File: src/rtl/mips_instr_encoder_loader.sv
`default_nettype none
// ============================================================================
//  Module      : mips_instr_encoder_loader
//  Description : Accepts a stream of MIPS instruction descriptors, encodes
//                each legal one into a 32-bit machine word and writes it to
//                consecutive instruction-memory words starting at BASE_ADDR.
//                Start/done load controller, valid/ready descriptor input,
//                one-stage registered encode/write pipeline.
//  Revision    : 1.0 - initial release
// ============================================================================
module mips_instr_encoder_loader #(
  parameter int          ADDR_W    = 8,
  parameter int unsigned BASE_ADDR = 0
) (
  input  logic              clk,
  input  logic              rst,
  input  logic              start,
  input  logic [ADDR_W:0]   count,
  input  logic              in_valid,
  output logic              in_ready,
  input  logic [2:0]        in_class,
  input  logic [4:0]        in_rs,
  input  logic [4:0]        in_rt,
  input  logic [4:0]        in_rd,
  input  logic [4:0]        in_shamt,
  input  logic [5:0]        in_funct,
  input  logic [15:0]       in_imm,
  input  logic [25:0]       in_target,
  output logic              imem_we,
  output logic [ADDR_W-1:0] imem_addr,
  output logic [31:0]       imem_wdata,
  output logic              busy,
  output logic              done,
  output logic              err
);

  localparam logic [ADDR_W-1:0] C_BASE = ADDR_W'(BASE_ADDR);

  localparam logic [5:0] C_OP_RTYPE = 6'b000000;
  localparam logic [5:0] C_OP_LW    = 6'b100011;
  localparam logic [5:0] C_OP_SW    = 6'b101011;
  localparam logic [5:0] C_OP_ADDI  = 6'b001000;
  localparam logic [5:0] C_OP_BEQ   = 6'b000100;
  localparam logic [5:0] C_OP_J     = 6'b000010;

  typedef enum logic [1:0] {
    S_IDLE = 2'd0,
    S_LOAD = 2'd1,
    S_DONE = 2'd2
  } state_t;

  state_t            r_state;
  state_t            w_state_next;
  logic [ADDR_W:0]   r_count;      // legal words requested by this load
  logic [ADDR_W:0]   r_index;      // legal words written so far
  logic [ADDR_W:0]   w_index_next;
  logic [31:0]       w_word;
  logic              w_accept;
  logic              w_legal;
  logic              w_accept_legal;
  logic              w_last;
  logic              w_start_load;
  logic              w_start_empty;

  // Handshake qualifiers: a descriptor is only ever consumed in LOAD.
  assign w_accept       = (r_state == S_LOAD) && in_valid;
  assign w_legal        = (in_class != 3'd6) && (in_class != 3'd7);
  assign w_accept_legal = w_accept && w_legal;
  assign w_index_next   = r_index + {{ADDR_W{1'b0}}, 1'b1};
  // r_index < r_count throughout LOAD, so the increment never overflows.
  assign w_last         = w_accept_legal && (w_index_next == r_count);
  assign w_start_load   = (r_state == S_IDLE) && start && (count != '0);
  assign w_start_empty  = (r_state == S_IDLE) && start && (count == '0);

  // Combinational field packing for the six supported instruction classes.
  always_comb begin
    w_word = '0;
    case (in_class)
      3'd0:    w_word = {C_OP_RTYPE, in_rs, in_rt, in_rd, in_shamt, in_funct};
      3'd1:    w_word = {C_OP_LW,    in_rs, in_rt, in_imm};
      3'd2:    w_word = {C_OP_SW,    in_rs, in_rt, in_imm};
      3'd3:    w_word = {C_OP_ADDI,  in_rs, in_rt, in_imm};
      3'd4:    w_word = {C_OP_BEQ,   in_rs, in_rt, in_imm};
      3'd5:    w_word = {C_OP_J,     in_target};
      default: w_word = '0;
    endcase
  end

  // Load controller state register.
  always_ff @(posedge clk) begin
    if (rst) begin
      r_state <= S_IDLE;
    end else begin
      r_state <= w_state_next;
    end
  end

  // Next-state logic and state-derived handshake/status outputs.
  always_comb begin
    w_state_next = r_state;
    in_ready     = 1'b0;
    busy         = 1'b0;
    case (r_state)
      S_IDLE: begin
        if (w_start_load) begin
          w_state_next = S_LOAD;
        end
      end
      S_LOAD: begin
        in_ready = 1'b1;
        busy     = 1'b1;
        if (w_last) begin
          w_state_next = S_DONE;
        end
      end
      S_DONE: begin
        busy         = 1'b1;
        w_state_next = S_IDLE;
      end
      default: begin
        w_state_next = S_IDLE;
      end
    endcase
  end

  // Registered write port, word index, done pulse and sticky error.
  always_ff @(posedge clk) begin
    if (rst) begin
      r_count    <= '0;
      r_index    <= '0;
      imem_we    <= 1'b0;
      imem_addr  <= '0;
      imem_wdata <= '0;
      done       <= 1'b0;
      err        <= 1'b0;
    end else begin
      imem_we <= w_accept_legal;
      // done lines up with the final write, or follows an empty load by one cycle
      done    <= w_last || w_start_empty;
      if (w_start_load) begin
        r_count <= count;
        r_index <= '0;
      end
      if ((r_state == S_IDLE) && start) begin
        err <= 1'b0;
      end else if (w_accept && !w_legal) begin
        err <= 1'b1;
      end
      if (w_accept_legal) begin
        imem_addr  <= C_BASE + r_index[ADDR_W-1:0];
        imem_wdata <= w_word;
        r_index    <= w_index_next;
      end
    end
  end

endmodule
`default_nettype wire

File: config.mk
export PLATFORM = sky130hd
export DESIGN_NAME = mips_instr_encoder_loader
export DESIGN_NICKNAME = d
export VERILOG_FILES = /design/src/rtl/mips_instr_encoder_loader.sv
export SDC_FILE = /design/constraint.sdc
export NUM_CORES = 1
export LEC_CHECK = 0
export BUFFER_PORTS_ARGS = -buffer_cell sky130_fd_sc_hd__buf_2
export CAP_MARGIN = 10
export CORE_MARGIN = 2
export CORE_UTILIZATION = 38
export CTS_CLUSTER_DIAMETER = 30
export CTS_CLUSTER_SIZE = 25
export DETAILED_ROUTE_END_ITERATION = 6
export GPL_TIMING_DRIVEN = 0
export PLACE_DENSITY_LB_ADDON = 0.15
export SETUP_SLACK_MARGIN = 0.2
export SYNTH_ARGS = -nofsm -noshare
export SYNTH_HDL_FRONTEND = slang
export SYNTH_SLANG_ARGS = --single-unit
File: constraint.sdc
create_clock -name clk -period 3.1 [get_ports clk]
set_clock_uncertainty 0.2 [all_clocks]
set_input_delay 0.465 -clock clk [delete_from_list [all_inputs] [get_ports clk]]
set_output_delay 0.465 -clock clk [all_outputs]
set_load 0.01 [all_outputs]
==> run_summary.xml <==
<?xml version="1.0" encoding="UTF-8"?>
<metrics>
  <group name="logic_synthesis">
    <metric name="proportion_of_register_bits_with_asynchronous_set_or_reset_after_synthesis" unit="%">0</metric>
    <metric name="synth_enable_flop_cells" unit="">0</metric>
    <metric name="post_synth_instance_area" unit="sq um">3032</metric>
    <metric name="postSynthNetCount" unit="">449</metric>
    <metric name="synthTopCellsByArea" unit="">sky130_fd_sc_hd__dfxtp_1 (40%), sky130_fd_sc_hd__nor2_1 (6.7%), sky130_fd_sc_hd__a222oi_1 (5.3%), sky130_fd_sc_hd__a211oi_1 (4.0%), sky130_fd_sc_hd__a21oi_1 (3.8%)</metric>
    <metric name="top_reg_cell_synth" unit="">sky130_fd_sc_hd__dfxtp_1</metric>
    <metric name="synth.top_cell.area_share" unit="%">40.28</metric>
    <metric name="ys_top_cells_by_count" unit="">sky130_fd_sc_hd__dfxtp_1 (61), sky130_fd_sc_hd__nor2_1 (54), sky130_fd_sc_hd__nand2_1 (27)</metric>
    <metric name="yosys.cell_count.top_type" unit="">sky130_fd_sc_hd__dfxtp_1</metric>
    <metric name="yosys_register_bits" unit="">61</metric>
    <metric name="yosys_warns" unit="">0</metric>
    <metric name="synth_top_cell_by_area" unit="">sky130_fd_sc_hd__dfxtp_1</metric>
    <metric name="synth_area_per_cell" unit="sq um">8.398</metric>
    <metric name="synth.yosys.seq_area_share" unit="%">40.28</metric>
    <metric name="synthDistinctLibCells" unit="">45</metric>
    <metric name="synth_instances" unit="">361</metric>
  </group>
  <group name="timing">
    <metric name="max-slew-margin-rel" unit="%">50.44</metric>
    <metric name="post-route-worst-setup-slack" unit="ns">0.4403</metric>
    <metric name="final-setup-viol-count" unit="">0</metric>
    <metric name="finalHoldViolCount" unit="">0</metric>
    <metric name="timing.setup.tns" unit="ns">0</metric>
    <metric name="rsz0062_at_grt" unit="">false</metric>
    <metric name="timing_worst_slew_pin_value" unit="ns">0.7434</metric>
    <metric name="post-route-min-period" unit="ns">2.660</metric>
    <metric name="final_max_slew_viol_count" unit="">0</metric>
    <metric name="fmaxAchievable" unit="MHz">376.0</metric>
    <metric name="final.period_utilization" unit="%">85.80</metric>
  </group>
  <group name="route">
    <metric name="mean_routed_wirelength_per_cell" unit="um">14.59</metric>
    <metric name="route.vias.total" unit="">3149</metric>
    <metric name="totalWireLength" unit="um">8814</metric>
    <metric name="drt_iter0_markers" unit="">154</metric>
    <metric name="routed_via_density" unit="">5.214</metric>
    <metric name="drc" unit="">0</metric>
    <metric name="ant_nets" unit="">0</metric>
    <metric name="drt_first_pass_iters" unit="">5</metric>
  </group>
  <group name="clock_network">
    <metric name="clock_transition_at_path_regs" unit="ns">0.07</metric>
    <metric name="clockBufferDepth" unit="">2</metric>
    <metric name="clk_latency" unit="ns">0.34</metric>
    <metric name="cts_post_setup_buffers_inserted" unit="">0</metric>
    <metric name="cts_num_sinks" unit="">61</metric>
    <metric name="cts_tree" unit="">done</metric>
    <metric name="cts_resized" unit="">0</metric>
    <metric name="cts_made_buffers" unit="">9</metric>
    <metric name="cts.hold.buffers_added" unit="">0</metric>
    <metric name="cts_root_buf" unit="">sky130_fd_sc_hd__clkbuf_8</metric>
    <metric name="htreeDepth" unit="">3</metric>
  </group>
  <group name="grt">
    <metric name="top_usage_layer" unit="">met2</metric>
    <metric name="global_route.usage.met1" unit="%">24.42</metric>
    <metric name="grt_first_pass_wirelength" unit="um">14230</metric>
    <metric name="grt_use_met2" unit="%">36.75</metric>
    <metric name="grt_util_met3" unit="%">4.674</metric>
    <metric name="grt_pass1_vias" unit="">2991</metric>
    <metric name="overflow" unit="">0</metric>
    <metric name="grt_start_max_net_pins" unit="">11</metric>
    <metric name="overall_global_routing_resource_usage" unit="%">20.86</metric>
    <metric name="grt_antenna_before_repair" unit="">0</metric>
  </group>
  <group name="worst_setup_path">
    <metric name="reg2reg_from" unit="">r_state[1]$_SDFFE_PP0P_</metric>
    <metric name="timing.critical_path.buf_inv" unit="">1</metric>
    <metric name="crit_path_max_incr_delay" unit="ns">0.48</metric>
    <metric name="arrival" unit="ns">2.72</metric>
    <metric name="worstSetupPathType" unit="">reg -&gt; reg</metric>
    <metric name="end_kind" unit="">flop</metric>
    <metric name="cp_top_family" unit="">simple AND/OR/NAND/NOR gates</metric>
    <metric name="worstPathMaxFanout" unit="">7</metric>
    <metric name="slowest_stage" unit="">sky130_fd_sc_hd__a2111o_1</metric>
    <metric name="reg2regPathDepth" unit="">8</metric>
    <metric name="timing.critical_path.from" unit="">r_state[1]$_SDFFE_PP0P_</metric>
    <metric name="crit_required" unit="ns">3.16</metric>
    <metric name="worstPathCellList" unit="">inv_1 -&gt; ha_1 -&gt; and2_1 -&gt; nand2_1 -&gt; nor4_4 -&gt; o2111ai_1 -&gt; a2111o_1 -&gt; o31ai_1</metric>
    <metric name="worst_setup_start_kind" unit="">flop</metric>
    <metric name="cp_num_cells" unit="">8</metric>
  </group>
  <group name="layout">
    <metric name="sequential_cell_area" unit="sq um">1221</metric>
    <metric name="filler_cell_count" unit="">749</metric>
    <metric name="antenna_cells_inserted" unit="">0</metric>
    <metric name="multi_input_area" unit="sq um">1605</metric>
    <metric name="signed_area_change_from_the_synthesized_netlist_to_the_final_layout" unit="%">32.89</metric>
    <metric name="share_of_layout_cells_above_drive_strength_1" unit="%">30.48</metric>
    <metric name="util_after_layout" unit="%">52.14</metric>
    <metric name="nets_finish" unit="">585</metric>
  </group>
  <group name="floorplan">
    <metric name="floorplan.io_pins" unit="">129</metric>
    <metric name="core_region_area" unit="sq um">7727</metric>
    <metric name="fp.dieW" unit="um">93.32</metric>
    <metric name="die_h" unit="um">93.32</metric>
    <metric name="overall_die_area" unit="sq um">8709</metric>
    <metric name="floorplan.initialDensity" unit="%">39.23</metric>
    <metric name="row_count" unit="">32</metric>
  </group>
  <group name="worst_hold_path">
    <metric name="hold_path_depth" unit="">3</metric>
    <metric name="holdCritStartpoint" unit="">count[2]</metric>
    <metric name="worstHoldPathType" unit="">in -&gt; reg</metric>
  </group>
  <group name="placed_design">
    <metric name="dp_worst_setup_slack" unit="ns">0.4515</metric>
    <metric name="gp_congestion" unit="">0.8156</metric>
    <metric name="port_buffers" unit="">125</metric>
    <metric name="dp_hpwl" unit="um">6654</metric>
  </group>
  <group name="power_and_ir_drop">
    <metric name="vdd_drop_max" unit="uV">312.6</metric>
    <metric name="power.static_leakage" unit="nW">1.764</metric>
    <metric name="power_dens_cells" unit="nW/um^2">598.2</metric>
  </group>
  <group name="flow_run">
    <metric name="max_cap_viol_count" unit="">0</metric>
  </group>
  <group name="outcome">
    <metric name="status" unit="">finished clean</metric>
  </group>
</metrics>
cell families after synthesis:
| kind of cell | after synthesis | synth area share (%) |
|---|---|---|
| xor+xnor | 13 | 3.756 |
| simple gates | 120 | 19.11 |
| flops | 61 | 40.28 |
| fa+ha+maj | 4 | 1.651 |
| compound gates | 106 | 25.34 |
| other cells | 1 | 0.1237 |
| buf+inv | 47 | 6.768 |
| mux | 9 | 2.972 |
state kept, by name, summed over array words and instances (netlist names):
| name | flops |
|---|---|
| imem_wdata | 30 |
| done | 1 |
| r_state | 2 |
| r_count | 9 |
| imem_addr | 8 |
| r_index | 9 |
| err | 1 |
| imem_we | 1 |
cell usage in the layout (no fill, tap or decap), drive strengths merged, types with 6 or more instances in the layout:
cell type / netlist / final
a2bb2oi: 10 / 10
nand2: 27 / 27
and2: 6 / 6
xnor2: 8 / 8
a211oi: 18 / 18
a21oi: 23 / 23
o21ai: 18 / 18
dfxtp: 61 / 61
inv: 13 / 13
nand3: 6 / 6
clkbuf: 26 / 39
mux2i: 9 / 9
nor2: 54 / 54
buf: 8 / 133
a222oi: 16 / 16
o221ai: 10 / 10
worst reg2reg max path: stages (launching register included):
cell	delay (ns)
sky130_fd_sc_hd__dfxtp_1	0.30
sky130_fd_sc_hd__inv_1	0.12
sky130_fd_sc_hd__ha_1	0.30
sky130_fd_sc_hd__and2_1	0.29
sky130_fd_sc_hd__nand2_1	0.25
sky130_fd_sc_hd__nor4_4	0.31
sky130_fd_sc_hd__o2111ai_1	0.27
sky130_fd_sc_hd__a2111o_1	0.48
sky130_fd_sc_hd__o31ai_1	0.07
routing by layer:
metal	vias to the layer above	share of wire [%]
met5	-	0
met4	0	1.4
met3	12	6.0
met2	94	51
met1	1459	42
li1	1584	-
power by group:
part | internal (mW) | switching (mW) | leakage, nW
logic | 0.258 | 0.369 | 1.14
clock network | 0.540 | 0.324 | 0.126
registers | 0.869 | 0.0507 | 0.496
worst paths after layout:
check        slack [ns]                   endpoint
min reg2reg        0.25  imem_addr[2]$_SDFFE_PP0P_
max                0.44    r_state[0]$_SDFFE_PP0P_
max reg2reg        0.44    r_state[0]$_SDFFE_PP0P_
min                0.17    r_count[2]$_SDFFE_PP0P_
layout make-up:
cell class                      instances  share of cell area, %
Multi-Input combinational cell        253                  39.84
Timing Repair Buffer                  125                  15.53
Clock inverter                          3                  1.615
Buffer                                 34                  3.882
Tap cell                              102                  3.168
Sequential cell                        61                  30.31
Inverter                               13                  1.211
Clock buffer                           13                  4.441
stage by stage:
step	hold WS (ns)	area [sq um]	total power, mW	instances
global placement	0.2434	3785	1.552	588
floorplan	0.2629	3032	1.331	361
global route	0.1604	4029	2.536	604
detailed placement	0.2463	3785	1.562	588
finish	0.1700	4029	2.410	604
CTS	0.1582	4029	2.425	604
Note: power is estimated with default switching activity, not from simulation.
